## config.mk

```make
export PLATFORM = sky130hd
export DESIGN_NAME = calc_envelope_level
export DESIGN_NICKNAME = d
export VERILOG_FILES = /design/src/rtl/calc_envelope_level.sv
export SDC_FILE = /design/constraint.sdc
export NUM_CORES = 1
export LEC_CHECK = 0
export ABC_AREA = 0
export CAP_MARGIN = 30
export CORE_MARGIN = 10
export CORE_UTILIZATION = 35
export DETAILED_ROUTE_END_ITERATION = 16
export GPL_TIMING_DRIVEN = 0
export PLACE_DENSITY = 0.58
export SLEW_MARGIN = 25
export SYNTH_ARGS = -nofsm -noshare
export SYNTH_HDL_FRONTEND = slang
export SYNTH_SLANG_ARGS = --single-unit
```

## constraint.sdc

```tcl
create_clock -name clk -period 15.3 [get_ports clk]
set_input_delay 4.59 -clock clk [delete_from_list [all_inputs] [get_ports clk]]
set_output_delay 4.59 -clock clk [all_outputs]
set_load 0.005 [all_outputs]
```

## src/rtl/calc_envelope_level.sv

```systemverilog
// Per-operator ADSR envelope generator: 36-entry level/phase state, read at p0, updated at p2, level out at p3.
// Optional build macro OPL3_EG_STATE_OUT_EN adds the env_phase_p3 output.
module calc_envelope_level #(
  parameter int NUM_BANKS       = 2,
  parameter int OPS_PER_BANK    = 18,
  parameter int ENV_LVL_WIDTH   = 9,
  parameter int EG_OFF_THRESH   = 32'h1F8,
  parameter int REG_ENV_WIDTH   = 4,
  parameter int ENV_SHIFT_WIDTH = 4,
  parameter int BANK_NUM_WIDTH  = 1,
  parameter int OP_NUM_WIDTH    = 5
) (
  input  logic                       clk,
  input  logic                       reset_n,
  input  logic                       sample_clk_en,
  input  logic [BANK_NUM_WIDTH-1:0]  bank_num,
  input  logic [OP_NUM_WIDTH-1:0]    op_num,
  input  logic                       key_on,
  input  logic [REG_ENV_WIDTH-1:0]   ar,
  input  logic [REG_ENV_WIDTH-1:0]   dr,
  input  logic [REG_ENV_WIDTH-1:0]   rr,
  input  logic [REG_ENV_WIDTH-1:0]   sl,
  input  logic                       egt,
  output logic [REG_ENV_WIDTH-1:0]   requested_rate_p0,
  input  logic [REG_ENV_WIDTH-1:0]   rate_hi_p2,
  input  logic [ENV_SHIFT_WIDTH-1:0] env_shift_p2,
  output logic [ENV_LVL_WIDTH-1:0]   env_level_p3,
`ifdef OPL3_EG_STATE_OUT_EN
  output logic [1:0]                 env_phase_p3,
`endif
  output logic                       sample_clk_en_p3
);

  localparam int DEPTH = NUM_BANKS * OPS_PER_BANK;
  localparam int IDX_W = $clog2(DEPTH);
  localparam int AW    = ENV_LVL_WIDTH + 4;
  localparam logic [ENV_LVL_WIDTH-1:0] LVL_MAX  = {ENV_LVL_WIDTH{1'b1}};
  localparam logic [ENV_LVL_WIDTH-1:0] LVL_ZERO = {ENV_LVL_WIDTH{1'b0}};
  localparam logic [ENV_LVL_WIDTH-1:0] OFF_LVL  = ENV_LVL_WIDTH'(EG_OFF_THRESH);
  localparam logic [REG_ENV_WIDTH-1:0] RATE_MAX = {REG_ENV_WIDTH{1'b1}};

  typedef enum logic [1:0] {ATTACK = 2'd0, DECAY = 2'd1, SUSTAIN = 2'd2, RELEASE = 2'd3} phase_t;

  typedef struct packed {
    logic                      valid;
    logic                      in_range;
    logic [IDX_W-1:0]          idx;
    logic [ENV_LVL_WIDTH-1:0]  level;
    phase_t                    phase;
    logic                      key_on;
    logic [REG_ENV_WIDTH-1:0]  sl;
  } slot_t;

  logic [ENV_LVL_WIDTH-1:0] level_q [DEPTH];
  phase_t                   phase_q [DEPTH];

  slot_t                    p1_d, p1_q, p2_q;
  logic                     in_range_s;
  logic [IDX_W-1:0]         idx_s;
  logic                     restart_s, off_s, wr_en_s;
  logic [4:0]               slx_s;
  logic [ENV_LVL_WIDTH-1:0] lvl_base_s, inc_s, dec_inc_s, level_nxt_s;
  logic signed [AW-1:0]     atk_base_s, atk_shl_s, atk_inc_s;
  phase_t                   phase_nxt_s;
  logic [ENV_LVL_WIDTH-1:0] env_level_d, env_level_q;
  logic                     sample_en_d, sample_en_q;
`ifdef OPL3_EG_STATE_OUT_EN
  logic [1:0]               env_phase_d, env_phase_q;
`endif

  // p0: locate the slot, read its state and pick the rate for the shift block
  always_comb begin
    in_range_s = (int'(op_num) < OPS_PER_BANK) && (int'(bank_num) < NUM_BANKS);
    idx_s      = in_range_s ? IDX_W'(int'(bank_num) * OPS_PER_BANK + int'(op_num)) : {IDX_W{1'b0}};
    p1_d.valid    = sample_clk_en;
    p1_d.in_range = in_range_s;
    p1_d.idx      = idx_s;
    p1_d.level    = level_q[idx_s];
    p1_d.phase    = phase_q[idx_s];
    p1_d.key_on   = key_on;
    p1_d.sl       = sl;
    case (phase_q[idx_s])
      ATTACK:  requested_rate_p0 = ar;
      DECAY:   requested_rate_p0 = dr;
      SUSTAIN: requested_rate_p0 = egt ? {REG_ENV_WIDTH{1'b0}} : rr;
      RELEASE: requested_rate_p0 = key_on ? ar : rr;
      default: requested_rate_p0 = rr;
    endcase
  end

  // p2: next level/phase for the slot, plus the p3 output values
  always_comb begin
    restart_s = p2_q.key_on && (p2_q.phase == RELEASE);
    off_s     = p2_q.level >= OFF_LVL;
    slx_s     = (p2_q.sl == RATE_MAX) ? 5'd31 : 5'(p2_q.sl);
    if (restart_s && (rate_hi_p2 == RATE_MAX)) begin
      lvl_base_s = LVL_ZERO;
    end else if (off_s && !restart_s && (p2_q.phase != ATTACK)) begin
      lvl_base_s = LVL_MAX;
    end else begin
      lvl_base_s = p2_q.level;
    end
    // ~level == -level-1; the arithmetic shifts keep the step negative so attack falls toward 0
    atk_base_s = ~$signed(AW'(p2_q.level));
    atk_shl_s  = atk_base_s <<< env_shift_p2;
    atk_inc_s  = atk_shl_s >>> 4'd4;
    if (!off_s && !restart_s && (env_shift_p2 != {ENV_SHIFT_WIDTH{1'b0}})) begin
      dec_inc_s = ENV_LVL_WIDTH'(1) << (env_shift_p2 - ENV_SHIFT_WIDTH'(1));
    end else begin
      dec_inc_s = LVL_ZERO;
    end
    inc_s       = LVL_ZERO;
    phase_nxt_s = p2_q.phase;
    case (p2_q.phase)
      ATTACK: begin
        if (p2_q.level == LVL_ZERO) begin
          phase_nxt_s = DECAY;
        end else if (p2_q.key_on && (env_shift_p2 != {ENV_SHIFT_WIDTH{1'b0}}) && (rate_hi_p2 != RATE_MAX)) begin
          inc_s = ENV_LVL_WIDTH'(atk_inc_s);
        end else begin
          inc_s = LVL_ZERO;
        end
      end
      DECAY: begin
        if (p2_q.level[ENV_LVL_WIDTH-1 -: 5] == slx_s) begin
          phase_nxt_s = SUSTAIN;
        end else begin
          inc_s = dec_inc_s;
        end
      end
      SUSTAIN: inc_s = dec_inc_s;
      RELEASE: inc_s = dec_inc_s;
      default: inc_s = LVL_ZERO;
    endcase
    level_nxt_s = lvl_base_s + inc_s;
    if (!p2_q.key_on) begin
      phase_nxt_s = RELEASE;
    end else if (restart_s) begin
      phase_nxt_s = ATTACK;
    end else begin
      phase_nxt_s = phase_nxt_s;
    end
    wr_en_s     = p2_q.valid && p2_q.in_range;
    sample_en_d = p2_q.valid;
    if (p2_q.valid) begin
      env_level_d = p2_q.in_range ? level_nxt_s : LVL_MAX;
    end else begin
      env_level_d = env_level_q;
    end
`ifdef OPL3_EG_STATE_OUT_EN
    if (p2_q.valid) begin
      env_phase_d = p2_q.in_range ? phase_nxt_s : RELEASE;
    end else begin
      env_phase_d = env_phase_q;
    end
`endif
  end

  // Pipeline stages and registered outputs; reset drops any in-flight slot
  always_ff @(posedge clk or negedge reset_n) begin
    if (!reset_n) begin
      p1_q        <= '0;
      p2_q        <= '0;
      env_level_q <= LVL_MAX;
      sample_en_q <= 1'b0;
`ifdef OPL3_EG_STATE_OUT_EN
      env_phase_q <= RELEASE;
`endif
    end else begin
      p1_q        <= p1_d;
      p2_q        <= p1_q;
      env_level_q <= env_level_d;
      sample_en_q <= sample_en_d;
`ifdef OPL3_EG_STATE_OUT_EN
      env_phase_q <= env_phase_d;
`endif
    end
  end

  // Per-operator state, written back at p2
  always_ff @(posedge clk or negedge reset_n) begin
    if (!reset_n) begin
      for (int i = 0; i < DEPTH; i++) begin
        level_q[i] <= LVL_MAX;
        phase_q[i] <= RELEASE;
      end
    end else if (wr_en_s) begin
      level_q[p2_q.idx] <= level_nxt_s;
      phase_q[p2_q.idx] <= phase_nxt_s;
    end
  end

  assign env_level_p3     = env_level_q;
  assign sample_clk_en_p3 = sample_en_q;
`ifdef OPL3_EG_STATE_OUT_EN
  assign env_phase_p3     = env_phase_q;
`endif

endmodule

```

==> impl_metrics.json <==
{
  "status": "completed",
  "critPathMaxFanout": 10,
  "rows": 89,
  "route.met2.wl_mm": 34.1,
  "initialDrtViolationCount": 1616,
  "power_density_nw_per_um2": 166,
  "grt_max_degree": 98,
  "drive_gt1_share_pct": 24.4,
  "wirelength_mm": 75.3,
  "postCtsSetupBuffers": 0,
  "cp-end-kind": "primary output",
  "grt_pass1_vias": 17500,
  "synth_seq_cells": 454,
  "synthesis.nets": 2229,
  "cp_data_arrival_time_ns": 9.33,
  "syn_avg_cell_area_um2": 9.57,
  "die_x_um": 264,
  "peakVddDrop_mv": 0.101,
  "layout_min_cycle_time_ns": 13.92,
  "reg2reg_to": "level_q[242]$_DFFE_PN1P_",
  "grt.total_usage_pct": 21.1,
  "syn_area_um2": 20900,
  "vias": 17600,
  "seq_area_um2": 11900,
  "utilization_pct": 41.2,
  "fin_crit_sh_pct": 91.0,
  "io_buffer_count": 46,
  "slew_headroom_pct": 35.6,
  "synth-async-reset-ratio_pct": 100,
  "ios": 49,
  "crit_type": "input pin to primary output",
  "clockBufferDepth": 3,
  "ant_nets": 0,
  "yosysWarnings": 0,
  "drc": 0,
  "setup_viol": 0,
  "wl_per_cell_um": 24.2,
  "hpwl_mm": 54.4,
  "synth_top_cell_by_area": "dfstp_2",
  "multi_input_area_um2": 8210,
  "fill_cells": 5732,
  "reg2reg_depth": 18,
  "fmax_ghz": 0.0718,
  "dr.pass1.iters": 5,
  "cts_resized": 0,
  "synthTopCellsByCount": "613 x nand2_1, 405 x dfstp_2, 380 x o21ai_0, 153 x clkbuf_1, 49 x dfrtp_1",
  "cp.required_ns": 10.71,
  "ys_seq_area_share_pct": 56.8,
  "area_delta_synth_final_pct": 16.5,
  "tns_ns": 0,
  "hold_path_class": "flop to flop",
  "crit_path_start_kind": "input pin",
  "grt_overflow": 0,
  "cts.sinks": 454,
  "rrSetupSlack_ns": 10.11,
  "cts.htree.levels": 2,
  "ys.flop_type": "dfstp_2",
  "rsz0062_at_grt": "false",
  "regToRegStartpoint": "p2_q[15]$_DFF_PN0_",
  "core_area_um2": 59000,
  "place_ws_ns": 1.42,
  "setup_slack_ns": 1.38,
  "p_leak_nw": 10.6,
  "clk_latency_ns": 0.60,
  "fp.dieArea_um2": 69800,
  "final-hold-violation-count": 0,
  "worst_pin_slew_ns": 0.966,
  "synthCells": 2182,
  "yosysUniqueCellTypes": 67,
  "synth_edf_count": 0,
  "start_util_pct": 35.4,
  "finalMaxSlewViolations": 0,
  "maxCapViolCount": 0,
  "top_layer_used": "met5",
  "antenna_found_initial": 5,
  "stdcell_count": 3110,
  "cts_hold_buf": 0,
  "synth_most_common_cell": "nand2_1",
  "synthTopCellsByArea": "dfstp_2 51%, nand2_1 11%, o21ai_0 9.1%",
  "wl_met3_mm": 5.44,
  "numCtsBuffers": 48,
  "tritoncts": "done",
  "clk_pin_slew_ns": 0.06,
  "viasPerCell": 5.66,
  "synth.top_cell.area_share_pct": 51.0,
  "wl_met1_mm": 32.3,
  "root_buffer": "clkbuf_16",
  "critical_path.endpoint": "requested_rate_p0[3]",
  "fin_skew_ns": 0.0168,
  "die_height_um": 264,
  "critPathLaunch": "op_num[1]",
  "place.gp.congestion": 0.977,
  "dpl.cell_count": 3016,
  "num-nets-final": 2341,
  "grt_pass1_wl_mm": 113
}
[logic make-up after synthesis]
logic type | Yosys count | share of synthesized area, %
simple gates | 778 | 15.3
fa+ha+maj | 12 | 0.755
compound gates | 658 | 19.0
xor+xnor | 13 | 0.545
flops | 454 | 56.8
buf+inv | 223 | 4.24
mux | 44 | 3.39
[state kept, by name, indices dropped and copies added (netlist names)]
signal,count
env_level_p3,9
level_q,324
p1_q,24
p2_q,23
phase_q,72
sample_clk_en_p3,1
sample_en_d,1
[report_power, final]
part	internal, mW	switching [mW]	total [mW]
registers	1.67	0.167	1.83
logic	0.295	0.650	0.945
clock network	0.757	0.496	1.25
[metrics by stage]
step / instance area (um2) / hold slack, ns / power (mW)
after floorplan: 20900 / 0.331 / 2.31
after global placement: 22300 / 0.333 / 2.72
after detailed placement: 22600 / 0.336 / 2.78
after CTS: 24300 / 0.346 / 4.03
after global routing: 24300 / 0.353 / 4.21
final: 24300 / 0.345 / 4.03
[area by class of cell]
type,count,area share (%)
Multi-Input combinational cell,1505,33.7
Inverter,36,0.555
Sequential cell,454,48.8
Antenna cell,3,0.0309
Buffer,187,3.09
Clock buffer,73,5.82
Tap cell,773,3.98
Clock inverter,17,1.10
Timing Repair Buffer,62,2.91
[worst min-delay path by stage]
stage / to / depth (start not counted) / slack (ns) / startpoint
6_report: p2_q[11]$_DFF_PN0_ / 0 / 0.34 / p1_q[11]$_DFF_PN0_
5_1_grt: p2_q[1]$_DFF_PN0_ / 0 / 0.35 / p1_q[1]$_DFF_PN0_
4_1_cts: p2_q[20]$_DFF_PN0_ / 0 / 0.35 / p1_q[20]$_DFF_PN0_
3_5_place_dp: sample_en_d$_DFF_PN0_ / 0 / 0.34 / p1_q[23]$_DFF_PN0_
3_3_place_gp: p2_q[18]$_DFF_PN0_ / 0 / 0.33 / p1_q[18]$_DFF_PN0_
2_1_floorplan: p2_q[0]$_DFF_PN0_ / 0 / 0.33 / p1_q[0]$_DFF_PN0_
[layout by cell type (no fill, tap or decap), types with 7 or more instances in the layout]
master	Yosys	routed
dfstp_2	405	405
clkdlybuf4s50_1	0	45
o22ai_1	29	29
clkinv_2	0	8
clkbuf_16	0	49
mux4_2	20	20
dfrtp_1	49	49
nand2b_1	9	9
buf_1	14	13
nand3_1	43	43
nor3_1	12	9
clkbuf_1	153	167
nor2_1	40	40
a31oi_1	40	40
nor4_1	14	13
mux2i_1	14	14
and3_1	15	15
clkbuf_8	0	10
a21oi_1	36	34
a211oi_1	17	17
buf_2	15	17
a311oi_1	21	21
bufinv_16	0	7
o31ai_1	40	40
o41ai_1	11	11
o21ai_0	380	380
mux2_2	9	9
buf_6	3	8
inv_1	31	31
o221ai_1	43	43
nand2_1	613	613
ha_1	11	11
[per-layer routing]
metal  GRT usage [%]  vias up
met3            4.34      163
li1                -     7873
met5               0        -
met1            27.8     8886
met2            32.9      686
met4            9.88        4
[worst max-delay path, stage by stage]
cell	delay (ns)
clkdlybuf4s50_1	0.55
ha_1	0.29
ha_1	0.40
nor2b_1	0.19
a22oi_1	0.43
clkbuf_1	0.64
a311oi_1	0.15
o32ai_1	0.61
o31a_2	0.33
inv_1	0.09
mux2_4	0.33
o221ai_1	0.20
clkdlybuf4s50_1	0.54
Power figures use the tool's default switching activity.
